==> src/rtl/frame_cfg_scheduler.sv <==
// frame_cfg_scheduler
// Arbitrates display-configuration updates from NREQ requesters and commits at
// most one of them per frame, only during vertical blanking, so the draw stages
// see a configuration word that is stable across every active frame. Also
// keeps a free-running count of frames started since reset.
//
// Ports:
//   pclk      in   pixel clock
//   rst       in   asynchronous active-high reset
//   vblnk_in  in   vertical blanking flag from the timing bus
//   req       in   [NREQ]        per-requester update request (level)
//   req_data  in   [NREQ*CFG_W]  requester i at bits [i*CFG_W +: CFG_W]
//   ack       out  [NREQ]        one-cycle one-hot grant pulse
//   cfg_out   out  [CFG_W]       committed configuration word
//                                ([11:0] background RGB 4:4:4, [15:12] layer enables)
//   cfg_upd   out  one-cycle strobe, high in the cycle cfg_out takes a new value
//   busy      out  high while arbitrating or applying
//   frame_cnt out  [FCNT_W]      frames started since reset (wraps)
module frame_cfg_scheduler #(
  parameter int              NREQ      = 3,
  parameter int              CFG_W     = 16,
  parameter logic [CFG_W-1:0] RESET_CFG = '0,
  parameter int              FCNT_W    = 16
) (
  input  logic                  pclk,
  input  logic                  rst,
  input  logic                  vblnk_in,
  input  logic [NREQ-1:0]       req,
  input  logic [NREQ*CFG_W-1:0] req_data,
  output logic [NREQ-1:0]       ack,
  output logic [CFG_W-1:0]      cfg_out,
  output logic                  cfg_upd,
  output logic                  busy,
  output logic [FCNT_W-1:0]     frame_cnt
);

  localparam int PTR_W = (NREQ > 1) ? $clog2(NREQ) : 1;

  typedef enum logic [1:0] {S_IDLE, S_ARB, S_APPLY, S_WAIT} state_t;

  state_t              state_q, state_d;
  logic                vblnk_q, vblnk_d;
  logic [PTR_W-1:0]    ptr_q, ptr_d;
  logic [NREQ-1:0]     ack_q, ack_d;
  logic [CFG_W-1:0]    cfg_q, cfg_d;
  logic                upd_q, upd_d;
  logic [FCNT_W-1:0]   fcnt_q, fcnt_d;
  logic [CFG_W-1:0]    shadow_q, shadow_d;

  logic                vb_rise;
  logic                win_found;
  logic [PTR_W-1:0]    win_idx;
  logic [CFG_W-1:0]    win_data;

  // vblnk_q resets to 1 so leaving reset mid-blank does not look like a new frame.
  assign vb_rise = vblnk_in & ~vblnk_q;

  // Round-robin search starting one past the last winner.
  always_comb begin
    int cand;
    cand      = 0;
    win_found = 1'b0;
    win_idx   = ptr_q;
    for (int k = 1; k <= NREQ; k++) begin
      cand = (int'(ptr_q) + k) % NREQ;
      if (!win_found && req[PTR_W'(cand)]) begin
        win_found = 1'b1;
        win_idx   = PTR_W'(cand);
      end
    end
    win_data = CFG_W'(req_data >> (int'(win_idx) * CFG_W));
  end

  always_comb begin
    state_d  = state_q;
    vblnk_d  = vblnk_in;
    ptr_d    = ptr_q;
    ack_d    = '0;
    cfg_d    = cfg_q;
    upd_d    = 1'b0;
    shadow_d = shadow_q;
    fcnt_d   = fcnt_q;
    if (vb_rise) fcnt_d = fcnt_q + FCNT_W'(1);
    case (state_q)
      S_IDLE: if (vb_rise) state_d = S_ARB;
      S_ARB: begin
        if (win_found) begin
          ack_d    = NREQ'(1) << win_idx;
          shadow_d = win_data;
          ptr_d    = win_idx;
          state_d  = S_APPLY;
        end else begin
          state_d = S_WAIT;
        end
      end
      // Runs to completion even if blanking has already ended.
      S_APPLY: begin
        cfg_d   = shadow_q;
        upd_d   = 1'b1;
        state_d = S_WAIT;
      end
      S_WAIT:  if (!vblnk_in) state_d = S_IDLE;
      default: state_d = S_IDLE;
    endcase
  end

  always_ff @(posedge pclk or posedge rst) begin
    if (rst) begin
      state_q <= S_IDLE;
      vblnk_q <= 1'b1;
      ptr_q   <= PTR_W'(NREQ - 1);
      ack_q   <= '0;
      cfg_q   <= RESET_CFG;
      upd_q   <= 1'b0;
      fcnt_q  <= '0;
    end else begin
      state_q <= state_d;
      vblnk_q <= vblnk_d;
      ptr_q   <= ptr_d;
      ack_q   <= ack_d;
      cfg_q   <= cfg_d;
      upd_q   <= upd_d;
      fcnt_q  <= fcnt_d;
    end
  end

  // Shadow is always written in ARB before APPLY reads it, so a reset leaves
  // nothing stale that could ever be committed.
  always_ff @(posedge pclk) begin
    shadow_q <= shadow_d;
  end

  assign ack       = ack_q;
  assign cfg_out   = cfg_q;
  assign cfg_upd   = upd_q;
  assign busy      = (state_q == S_ARB) || (state_q == S_APPLY);
  assign frame_cnt = fcnt_q;

endmodule
==> config.mk <==
export PLATFORM = sky130hd
export DESIGN_NAME = frame_cfg_scheduler
export DESIGN_NICKNAME = d
export VERILOG_FILES = /design/src/rtl/frame_cfg_scheduler.sv
export SDC_FILE = /design/constraint.sdc
export NUM_CORES = 1
export LEC_CHECK = 0
export ABC_AREA = 1
export BUFFER_PORTS_ARGS = -buffer_cell sky130_fd_sc_hd__buf_4
export CAP_MARGIN = 5
export CORE_MARGIN = 5
export CORE_UTILIZATION = 35
export DETAILED_ROUTE_END_ITERATION = 16
export PLACE_DENSITY = 0.57
export SLEW_MARGIN = 20
export SYNTH_ARGS = -nofsm -noshare
export SYNTH_HDL_FRONTEND = slang
export SYNTH_SLANG_ARGS = --single-unit
==> constraint.sdc <==
create_clock -name pclk -period 2.98 [get_ports pclk]
set_input_delay 0.149 -clock pclk [delete_from_list [all_inputs] [get_ports pclk]]
set_output_delay 0.149 -clock pclk [all_outputs]
set_load 0.005 [all_outputs]
==> impl_results.md <==
* Max Clk Rate at 413 MHz
* PwrDens at 1170 mW/mm^2
* WL per Instance at 13.7 um
* Commonest cells in the netlist: nand3_1 (63), inv_1 (56), nand2_1 (56), dfrtp_1 (39), nand2_2 (19)
* Yosys top cell area share at about a third
* Mapped cell area at between 0.003 and 0.004 mm^2
* Via count at 2504
* Worst VDD drop at 750 uV
* Initial DRC count at 105
* Slowest stage cell, crit path: inv_1
* DP HPWL at 5.69 mm
* DRT Pass-1 Iters at 4
* RSZ-0062 raised after global routing: no
* Die height at roughly 100 um
* Non-Filler Instances at 544
* FP Rows at 34
* Crit path max-delay family: buffers and inverters
* WL final at roughly 7.4 mm
* Met1 usage at 18.7%
* CTS clk-pin slew, worst paths at approximately 0.07 ns
* GRT overflow at 0
* Slowest stage delay, CP at 0.51 ns
* Met3 GRT Util at 3.54%
* Final Hold Vio Count at 0
* GR Util met2 at 21.6%
* Critical path peak fanout at 17
* Share of cells above drive strength 1 at 35.8%
* Setup CP Type: register to register
* Initial antenna violation count at 0
* Worst Tran Pin Value at 0.763 ns
* Final Max Slew Viols at 0
* First-pass GRT wire length at between 10 and 15 mm
* Clk Latency, worst-skew pair at 0.33 ns
* IO buf count at 90
* Die Width at 104 um
* Fin Setup TNS at 0 ns
* Die area at 0.0109 mm^2
* CTS buffer count at 9
* Setup-failing EPs final at 0
* Status: completed
* Post-route total power at about 4700 uW
* Area grow syn2layout at 30.4%
* CP endpoint kind: register
* Number of max-capacitance violations reported at 0
* Reg-to-reg slack, setup at around 0.56 ns
* Crit start category: register
* CP required at ~2.9 ns
* WP data arrival at 2.38 ns
* Hold wc startpoint: req_data[47]
* Hold WC Path Type: primary input to register
* Final GP Congestion at 0.866
* Worst path buffer plus inverter count at 3
* Initial Utilization at 35.9%
* Post-Syn Instances at approximately 340
* Synth Register Bits at 57
* Avg Cell Area, Syn at a little over 9 um^2
* CTS max path bufs at 2
* Leak pwr at 0.00213 uW
* Largest net degree at the start of global routing at 42
* Vias in the first global route at approximately 2600
* DP Area at 0.00386 mm^2
* Ys Warns at 0
* Max-slew headroom at 49.1%
* Register area share after synthesis at about 48%
* Grt peak-use layer: met2
* Placed cells at 526
* Worst setup path start: ptr_q[0]
* Largest area contributor in the netlist: dfrtp_1
* H-tree Lvls at 3
* Design Area, Final at between 0.004 and 0.005 mm^2
* Nets at 495
* Ys async rst share at 71.9%
* Count leader, synth: nand3_1
* Fill cells at 849
* Most common cell on crit path: nand2_1
* Reg2Reg Launch Point: ptr_q[0]
* Clock root cell: clkbuf_8
* Ports at 91
* Fin crit share at 81.3%
* Synth unique cells at 32
* Top cells by area, synth: dfrtp_1 (31%), edfxtp_1 (15%), nand3_1 (10%)
* Vias per cell at 4.60
* DRC errors left at 0
* Clock sink count at 57
* CTS tree: yes
* Final min period at between 2 and 2.5 ns
* Fin util at approximately 47%
* Clock skew at slightly below 0.01 ns
* EDFF count, synth at 16
* Core area at around 0.0087 mm^2
* Post-route antenna net violation count at 0
* Cells along the critical path: inv_1, ha_1, inv_2, nand2_2, nand2_1, nand2_1, nand2_2, nand3_1, nand2_1, inv_1
* Diode count at 0
* Syn Nets at 399
* Ys flop type: dfrtp_1
* All-layer global routing usage at 14.0%
==> flip-flops by register name (all words and copies together), names as in the netlist <==
register	cells
cfg_out	16
vblnk_q	1
cfg_upd	1
shadow_q	16
frame_cnt	16
ptr_q	2
state_q	2
ack	3
==> tightest hold or removal path, stage by stage <==
cell and delay [ns]:
buf_4 0.08, nand3_1 0.06, nand2_1 0.06
==> cell families (layout without fill, tap and decap cells) <==
family,Yosys count,in the layout,synth area share (%)
xor+xnor,15,15,4.22
buf+inv,68,169,9.76
fa+ha+maj,10,10,4.02
flops,57,57,48.5
simple gates,159,159,25.9
mux,16,16,5.79
compound gates,10,10,1.85
==> area by class of cell <==
class	instances	area, um^2	share of cell area [%]
well taps	108	135	3.33
inverters	60	228	5.61
multi-input cells	210	1300	32.0
clock buffers	13	169	4.16
flip-flops and latches	57	1510	37.2
repair buffers	93	703	17.3
clock inverters	3	15.0	0.370
==> where the power goes <==
group | internal, uW | switching [uW] | total (uW)
combinational | 991 | 1600 | 2590
sequential | 1290 | 184 | 1470
clock | 366 | 298 | 664
==> worst paths after layout <==
check,cells past startpoint,to
setup / recovery,10,shadow_q[1]
setup reg to reg,10,shadow_q[1]
min in group asynchronous,4,cfg_out[3]
max in group asynchronous,4,ptr_q[1]
hold reg to reg,1,cfg_out[14]
hold / removal,3,shadow_q[15]
==> layout by cell type (no fill, tap or decap), types with 5 or more instances in the layout <==
master / count
buf_4: 91
nand3_1: 63
nand2_1: 56
inv_1: 55
dfrtp_1: 39
nand2_2: 19
mux2_2: 16
edfxtp_1: 16
clkbuf_8: 12
ha_1: 10
xor2_1: 9
nor2_1: 7
xnor2_1: 6
o21ai_0: 5
==> metrics by stage <==
step	setup WS, ns	hold slack [ns]
floorplan	0.894	0.153
global placement	0.646	0.280
detailed placement	0.567	0.281
CTS	0.540	0.109
global route	0.234	0.128
finish	0.556	0.125
==> metal layers <==
layer / up-vias / routed length, um
met5: - / 0
met3: 10 / 431
met2: 79 / 3500
li1: 1265 / -
met4: 0 / 108
met1: 1150 / 3390
==> timing repair <==
item / in CTS / in global routing
buffers inserted: 0 / 0
hold buffers: 2 / 0
endpoints found under the hold margin: 40 / 0
resized for setup: 0 / 0
No activity file was read; power rests on OpenSTA's default activity.
